File: config.mk
export PLATFORM = sky130hd
export DESIGN_NAME = branch_predictor_btb_flat
export DESIGN_NICKNAME = d
export VERILOG_FILES = /design/src/rtl/branch_predictor_btb_if.sv /design/src/rtl/branch_predictor_btb.sv /design/src/flat_wrapper.sv
export SDC_FILE = /design/constraint.sdc
export NUM_CORES = 2
export LEC_CHECK = 0
export BUFFER_PORTS_ARGS = -buffer_cell sky130_fd_sc_hd__buf_4
export CORE_ASPECT_RATIO = 0.6
export CORE_MARGIN = 1
export CORE_UTILIZATION = 52
export DETAILED_ROUTE_END_ITERATION = 16
export MAX_ROUTING_LAYER = met4
export PLACE_DENSITY = 0.68
export SYNTH_ARGS = -nofsm -noshare
export SYNTH_HDL_FRONTEND = slang
export SYNTH_SLANG_ARGS = --single-unit
File: constraint.sdc
create_clock -name clk -period 5.75 [get_ports clk]
set_input_delay 0.575 -clock clk [delete_from_list [all_inputs] [get_ports clk]]
set_output_delay 0.575 -clock clk [all_outputs]
set_load 0.05 [all_outputs]
File: src/rtl/branch_predictor_btb_if.sv
// Fetch-side lookup and execute-side update bundle for the direct-mapped BTB.
// The predictor is the slave; the pipeline (or a testbench) drives it as master.
interface branch_predictor_btb_if;
  logic [31:0] PCF;
  logic        BtbHitF;
  logic        PredTakenF;
  logic [31:0] PredTargetF;
  logic        UpdateEnE;
  logic [31:0] PCE;
  logic        BrTakenE;
  logic [31:0] BrTargetE;
  logic        BranchPredictedTakenE;
  logic [31:0] BranchCnt;
  logic [31:0] MispredCnt;

  modport slave (
    input  PCF, UpdateEnE, PCE, BrTakenE, BrTargetE, BranchPredictedTakenE,
    output BtbHitF, PredTakenF, PredTargetF, BranchCnt, MispredCnt
  );

  modport master (
    output PCF, UpdateEnE, PCE, BrTakenE, BrTargetE, BranchPredictedTakenE,
    input  BtbHitF, PredTakenF, PredTargetF, BranchCnt, MispredCnt
  );
endinterface

File: src/rtl/branch_predictor_btb.sv
// Direct-mapped branch target buffer with a 2-bit direction counter per entry.
// Combinational IF-stage lookup, EX-stage update, plus run-long branch statistics.
module branch_predictor_btb #(
  parameter int          IDX_W     = 6,
  parameter logic [1:0]  ALLOC_CNT = 2'b10
) (
  input  logic                   clk,
  input  logic                   rst_n,
  branch_predictor_btb_if.slave  bus
);

  localparam int ENTRIES = 1 << IDX_W;
  localparam int TAG_W   = 32 - IDX_W - 2;

  typedef enum logic [1:0] {
    STRONG_NT = 2'b00,
    WEAK_NT   = 2'b01,
    WEAK_T    = 2'b10,
    STRONG_T  = 2'b11
  } cnt_e;

  logic [ENTRIES-1:0] r_valid;
  cnt_e               r_cnt    [ENTRIES];
  logic [TAG_W-1:0]   r_tag    [ENTRIES];
  logic [31:0]        r_target [ENTRIES];
  logic [31:0]        r_branch_cnt;
  logic [31:0]        r_mispred_cnt;

  // Fetch-side lookup
  logic [IDX_W-1:0] w_f_idx;
  logic [TAG_W-1:0] w_f_tag;
  logic             w_f_hit;

  assign w_f_idx = bus.PCF[IDX_W+1:2];
  assign w_f_tag = bus.PCF[31:IDX_W+2];
  assign w_f_hit = r_valid[w_f_idx] && (r_tag[w_f_idx] == w_f_tag);

  assign bus.BtbHitF     = w_f_hit;
  assign bus.PredTakenF  = w_f_hit && (r_cnt[w_f_idx] >= WEAK_T);
  assign bus.PredTargetF = w_f_hit ? r_target[w_f_idx] : 32'b0;

  // Execute-side update, evaluated against the table as it stands this cycle
  logic [IDX_W-1:0] w_u_idx;
  logic [TAG_W-1:0] w_u_tag;
  logic             w_u_hit;
  logic             w_alloc;
  logic             w_tgt_we;
  cnt_e             w_cnt_next;

  assign w_u_idx  = bus.PCE[IDX_W+1:2];
  assign w_u_tag  = bus.PCE[31:IDX_W+2];
  assign w_u_hit  = r_valid[w_u_idx] && (r_tag[w_u_idx] == w_u_tag);
  assign w_alloc  = bus.UpdateEnE && !w_u_hit && bus.BrTakenE;
  assign w_tgt_we = bus.UpdateEnE && bus.BrTakenE;

  // Byte-offset bits never select an entry.
  logic w_unused_pc_lsbs;
  assign w_unused_pc_lsbs = ^{bus.PCF[1:0], bus.PCE[1:0]};

  // NOTE: every variable gets a default before any branch, so no latch is inferred.
  always_comb begin
    w_cnt_next = r_cnt[w_u_idx];
    if (bus.BrTakenE) begin
      if (r_cnt[w_u_idx] != STRONG_T) w_cnt_next = cnt_e'(r_cnt[w_u_idx] + 2'd1);
    end else begin
      if (r_cnt[w_u_idx] != STRONG_NT) w_cnt_next = cnt_e'(r_cnt[w_u_idx] - 2'd1);
    end
  end

  // NOTE: sequential state uses non-blocking assignments so all flops update together.
  always_ff @(posedge clk or negedge rst_n) begin
    if (!rst_n) begin
      r_valid       <= '0;
      r_cnt         <= '{default: WEAK_NT};
      r_branch_cnt  <= '0;
      r_mispred_cnt <= '0;
    end else if (bus.UpdateEnE) begin
      if (r_branch_cnt != '1) r_branch_cnt <= r_branch_cnt + 32'd1;
      if (bus.BrTakenE != bus.BranchPredictedTakenE && r_mispred_cnt != '1)
        r_mispred_cnt <= r_mispred_cnt + 32'd1;
      if (w_u_hit) begin
        r_cnt[w_u_idx] <= w_cnt_next;
      end else if (bus.BrTakenE) begin
        r_valid[w_u_idx] <= 1'b1;
        r_cnt[w_u_idx]   <= cnt_e'(ALLOC_CNT);
      end
    end
  end

  // NOTE: tag/target storage has no reset; a cleared valid bit makes its contents irrelevant.
  always_ff @(posedge clk) begin
    if (w_tgt_we) r_target[w_u_idx] <= bus.BrTargetE;
    if (w_alloc)  r_tag[w_u_idx]    <= w_u_tag;
  end

  assign bus.BranchCnt  = r_branch_cnt;
  assign bus.MispredCnt = r_mispred_cnt;

endmodule

File: src/flat_wrapper.sv
// flat-port wrapper written by rule: the top's interface ports become plain ports
module branch_predictor_btb_flat 
#(
  parameter int          IDX_W     = 6,
  parameter logic [1:0]  ALLOC_CNT = 2'b10
)
  (clk, rst_n, bus_PCF, bus_UpdateEnE, bus_PCE, bus_BrTakenE, bus_BrTargetE, bus_BranchPredictedTakenE, bus_BtbHitF, bus_PredTakenF, bus_PredTargetF, bus_BranchCnt, bus_MispredCnt);
  branch_predictor_btb_if bus_i ();
  input  logic clk;
  input  logic rst_n;
  input wire logic [$bits(bus_i.PCF)-1:0] bus_PCF;
  input wire logic [$bits(bus_i.UpdateEnE)-1:0] bus_UpdateEnE;
  input wire logic [$bits(bus_i.PCE)-1:0] bus_PCE;
  input wire logic [$bits(bus_i.BrTakenE)-1:0] bus_BrTakenE;
  input wire logic [$bits(bus_i.BrTargetE)-1:0] bus_BrTargetE;
  input wire logic [$bits(bus_i.BranchPredictedTakenE)-1:0] bus_BranchPredictedTakenE;
  output wire logic [$bits(bus_i.BtbHitF)-1:0] bus_BtbHitF;
  output wire logic [$bits(bus_i.PredTakenF)-1:0] bus_PredTakenF;
  output wire logic [$bits(bus_i.PredTargetF)-1:0] bus_PredTargetF;
  output wire logic [$bits(bus_i.BranchCnt)-1:0] bus_BranchCnt;
  output wire logic [$bits(bus_i.MispredCnt)-1:0] bus_MispredCnt;
  assign bus_i.PCF = bus_PCF;
  assign bus_i.UpdateEnE = bus_UpdateEnE;
  assign bus_i.PCE = bus_PCE;
  assign bus_i.BrTakenE = bus_BrTakenE;
  assign bus_i.BrTargetE = bus_BrTargetE;
  assign bus_i.BranchPredictedTakenE = bus_BranchPredictedTakenE;
  assign bus_BtbHitF = bus_i.BtbHitF;
  assign bus_PredTakenF = bus_i.PredTakenF;
  assign bus_PredTargetF = bus_i.PredTargetF;
  assign bus_BranchCnt = bus_i.BranchCnt;
  assign bus_MispredCnt = bus_i.MispredCnt;
  branch_predictor_btb #(.IDX_W(IDX_W), .ALLOC_CNT(ALLOC_CNT)) u_core (.clk(clk), .rst_n(rst_n), .bus(bus_i));
endmodule
==> flow_summary.toml <==
[cts]
cts_root_buffer = "clkbuf_16"
cts_num_sinks = 3840
cts_tree = "yes"
clk_pin_slew_ns = 0.06
cts_max_level = 5
clock_path_buffers = 4
cts_setup_buffers = 0
clk_latency_ns = 0.95
numCtsBuffers = 355

[status]
violations = "setup timing"
outcome = "finished with violations"

[route]
drt-vias-per-instance = 7.44
ant_nets = 0
num_vias = 99951
dr.first_iter.drc_count = 19311
wl_met1_mm = 210
drt_first_pass_iters = 9
drc = 0
totalWireLength_mm = 563
avgRoutedWirePerCell_um = 41.9
met3_length_mm = 103
wl_met2_mm = 227
maxUsedRoutingLayer = "met4"

[sta]
tns_ns = -0.0568
tightest_slew_ns = 1.41
fmax_ghz = 0.172
slew_headroom_pct = 5.61
slew_violations = 0
rsz0062_at_grt = "false"
layout_setup_ws_ns = -0.0568
fin_skew_ns = 0.0526
min_period_over_period_pct = 101
setup_viol = 1
finalCriticalPeriod_ns = 5.81
hold_viol = 0

[floorplanning]
dieArea_mm2 = 0.318
coreArea_mm2 = 0.314
die_h_um = 437
io_pins = 199
initial_core_util_pct = 52.4
fp.dieW_um = 728
row_count = 159

[critical_path]
path_common_cell = "mux4_2"
cp_max_fo = 17
critPathRequiredTime_ns = 5.18
cp_slowest_stage_delay_ns = 0.62
critPathLaunchType = "register"
cp_slowest_cell = "mux4_2"
arrival_ns = 5.23
path_cells = "mux4_2 -> mux4_2 -> mux4_2 -> xnor2_1 -> nand4_1 -> nor3_1 -> buf_4 -> nand4_1 -> buf_12 -> a211oi_1 -> buf_4"
critPathKind = "reg2out"
cp-end-kind = "output port"

[synthesis]
ys_types = 90
ys_async_sr_fraction_pct = 6.67
netlist_top_cells_area = "edfxtp_1 (66%), mux4_2 (18%), dfrtp_1 (2.9%)"
synth_ff_type = "edfxtp_1"
netlist_area_mm2 = 0.164
synth_top_area_share_pct = 65.5
syn_area_per_cell_um2 = 19.8
synth_common_cells = "edfxtp_1 (3584), mux4_2 (1299), clkbuf_1 (269)"
yosysMostFrequentCell = "edfxtp_1"
yosysSeqAreaShare_pct = 69.4
ys_ff_latch = 3840
synth_edf_count = 3584
postSynthCellCount = 8310
syn_nets = 8413
yosys_warnings = 0
yosysTopAreaCell = "edfxtp_1"

[cells_and_area]
design_area_mm2 = 0.189
nNetsFinal = 9025
area_growth_pct = 15.2
final_cells = 13441
drive_gt1_share_pct = 33.0
n_fill_cell = 21857

[global_routing]
grt_pass1_wl_mm = 769
grt_antenna_before_repair = 44
overflow = 0
grt_max_degree = 138
grt_pass1_vias = 94782
grt_usage_pct = 36.0

[power_and_ir_drop]
p_leak_nw = 61.0
ir_worst_vdd_uv = 278
power.density_mw_per_mm2 = 318

[placement]
place_area_mm2 = 0.177
place_ws_ns = -0.0442
place_inst = 12750
io_buffers = 194
hpwl_mm = 342
gp_congestion = 1.04

[hold_path]
min_path_type = "in2reg"

[job]
maxCapViolCount = 0
routing by layer:
metal  global-route usage (%)  vias to the layer above
met3                     16.3                     1472
met4                     12.1                        0
met1                     51.0                    51999
li1                         -                    36816
met2                     45.9                     9664
met5                        -                        -
registers in the layout, summed over array words and instances (netlist names):
register               flops
u_core.r_target         2048
u_core.r_tag            1536
u_core.r_cnt             128
u_core.r_valid            64
u_core.bus.BranchCnt      32
u_core.bus.MispredCnt     32
cells by family (layout without fill, tap and decap cells):
| logic type | count (synthesis) | after routing | share of synthesized area, % |
|---|---|---|---|
| other | 0 | 46 | 0 |
| buffers and inverters | 666 | 1565 | 1.94 |
| and+or+nand+nor | 889 | 889 | 2.72 |
| DFF | 3840 | 3840 | 69.4 |
| AOI/OAI and AO/OA | 1182 | 1182 | 5.46 |
| adders and majority gates | 4 | 4 | 0.0274 |
| muxes | 1620 | 1620 | 19.8 |
| xor gates and xnor gates | 109 | 109 | 0.581 |
stage by stage:
stage	total power, W	utilization (%)	hold slack (ns)
after floorplan	0.0342	-	0.279
after global placement	0.0362	56.6	0.453
after detailed placement	0.0363	56.6	0.466
after CTS	0.0600	60.3	0.109
after global routing	0.0613	60.3	0.167
final	0.0601	60.4	0.163
final cells by class:
class	instances	area (um2)	area share [%]
Clock inverter	195	2010	1.06
Multi-Input combinational cell	3804	48000	25.3
Sequential cell	3840	114000	60.3
Tap cell	4186	5240	2.77
Clock buffer	449	9620	5.08
Inverter	25	98.8	0.0522
Timing Repair Buffer	896	10100	5.34
Antenna cell	46	115	0.0608
power by group:
group	internal [W]	switching [W]
clock network	0.0136	0.0106
logic	0.00189	0.00295
registers	0.0308	0.000218
total	0.0463	0.0138
cells in the final DEF (no fill, tap or decap), types with 32 or more instances in the layout:
cell type  count
o22a_1        45
nand4_1       45
nor2b_1       78
mux4_2      1299
nor2_1       153
nand2_1      239
mux2i_1      233
xor2_1        35
diode_2       46
bufinv_16     39
o21ai_0       54
o31ai_1      100
nand3_1       36
buf_4        623
buf_12       262
clkbuf_1      70
edfxtp_1    3584
a221oi_1     152
o22ai_1       81
dfstp_2       64
a221o_1       58
clkinv_2      63
dfrtp_1      192
a22oi_1      151
a211oi_1      36
nor2_4        66
o31a_1        61
nand3b_1      44
clkinv_1      57
nor3_2        64
nand2b_1      34
a21oi_1      157
a21o_1        52
clkbuf_16    370
mux2_2        73
a22o_1        32
xnor2_1       74
critical path: cells and delay by family, from the launching register on:
family                    cells  cell delay (ns)
AOI/OAI and AO/OA             1             0.41
xor gates and xnor gates      1             0.27
muxes                         3             1.69
DFF                           1             0.41
and+or+nand+nor               3             0.83
buffers and inverters         3             0.68
worst paths after layout:
| kind | startpoint | endpoint | slack (ns) | cells past startpoint |
|---|---|---|---|---|
| min in group asynchronous | rst_n | u_core.bus.MispredCnt[27]$_DFFE_PN0P_ | 0.36 | 2 |
| min reg2reg | u_core.r_valid[11]$_DFFE_PN0P_ | u_core.r_valid[11]$_DFFE_PN0P_ | 0.49 | 1 |
| max in group asynchronous | rst_n | u_core.r_valid[20]$_DFFE_PN0P_ | 3.86 | 3 |
| min | bus_BrTargetE[25] | u_core.r_target[47][25]$_DFFE_PP_ | 0.16 | 1 |
| max | u_core.r_tag[63][22]$_DFFE_PP_ | bus_PredTargetF[2] | -0.06 | 11 |
| max reg2reg | u_core.r_tag[9][15]$_DFFE_PP_ | u_core.r_tag[21][18]$_DFFE_PP_ | 1.20 | 11 |
what timing repair did:
action / CTS / global route
gates resized for setup: 2 / 1
hold endpoints to repair: 91 / 0
setup endpoints to repair: 1 / 11
hold buffers: 1 / 0
pin swaps: 0 / 0
Power figures use the tool's default switching activity.
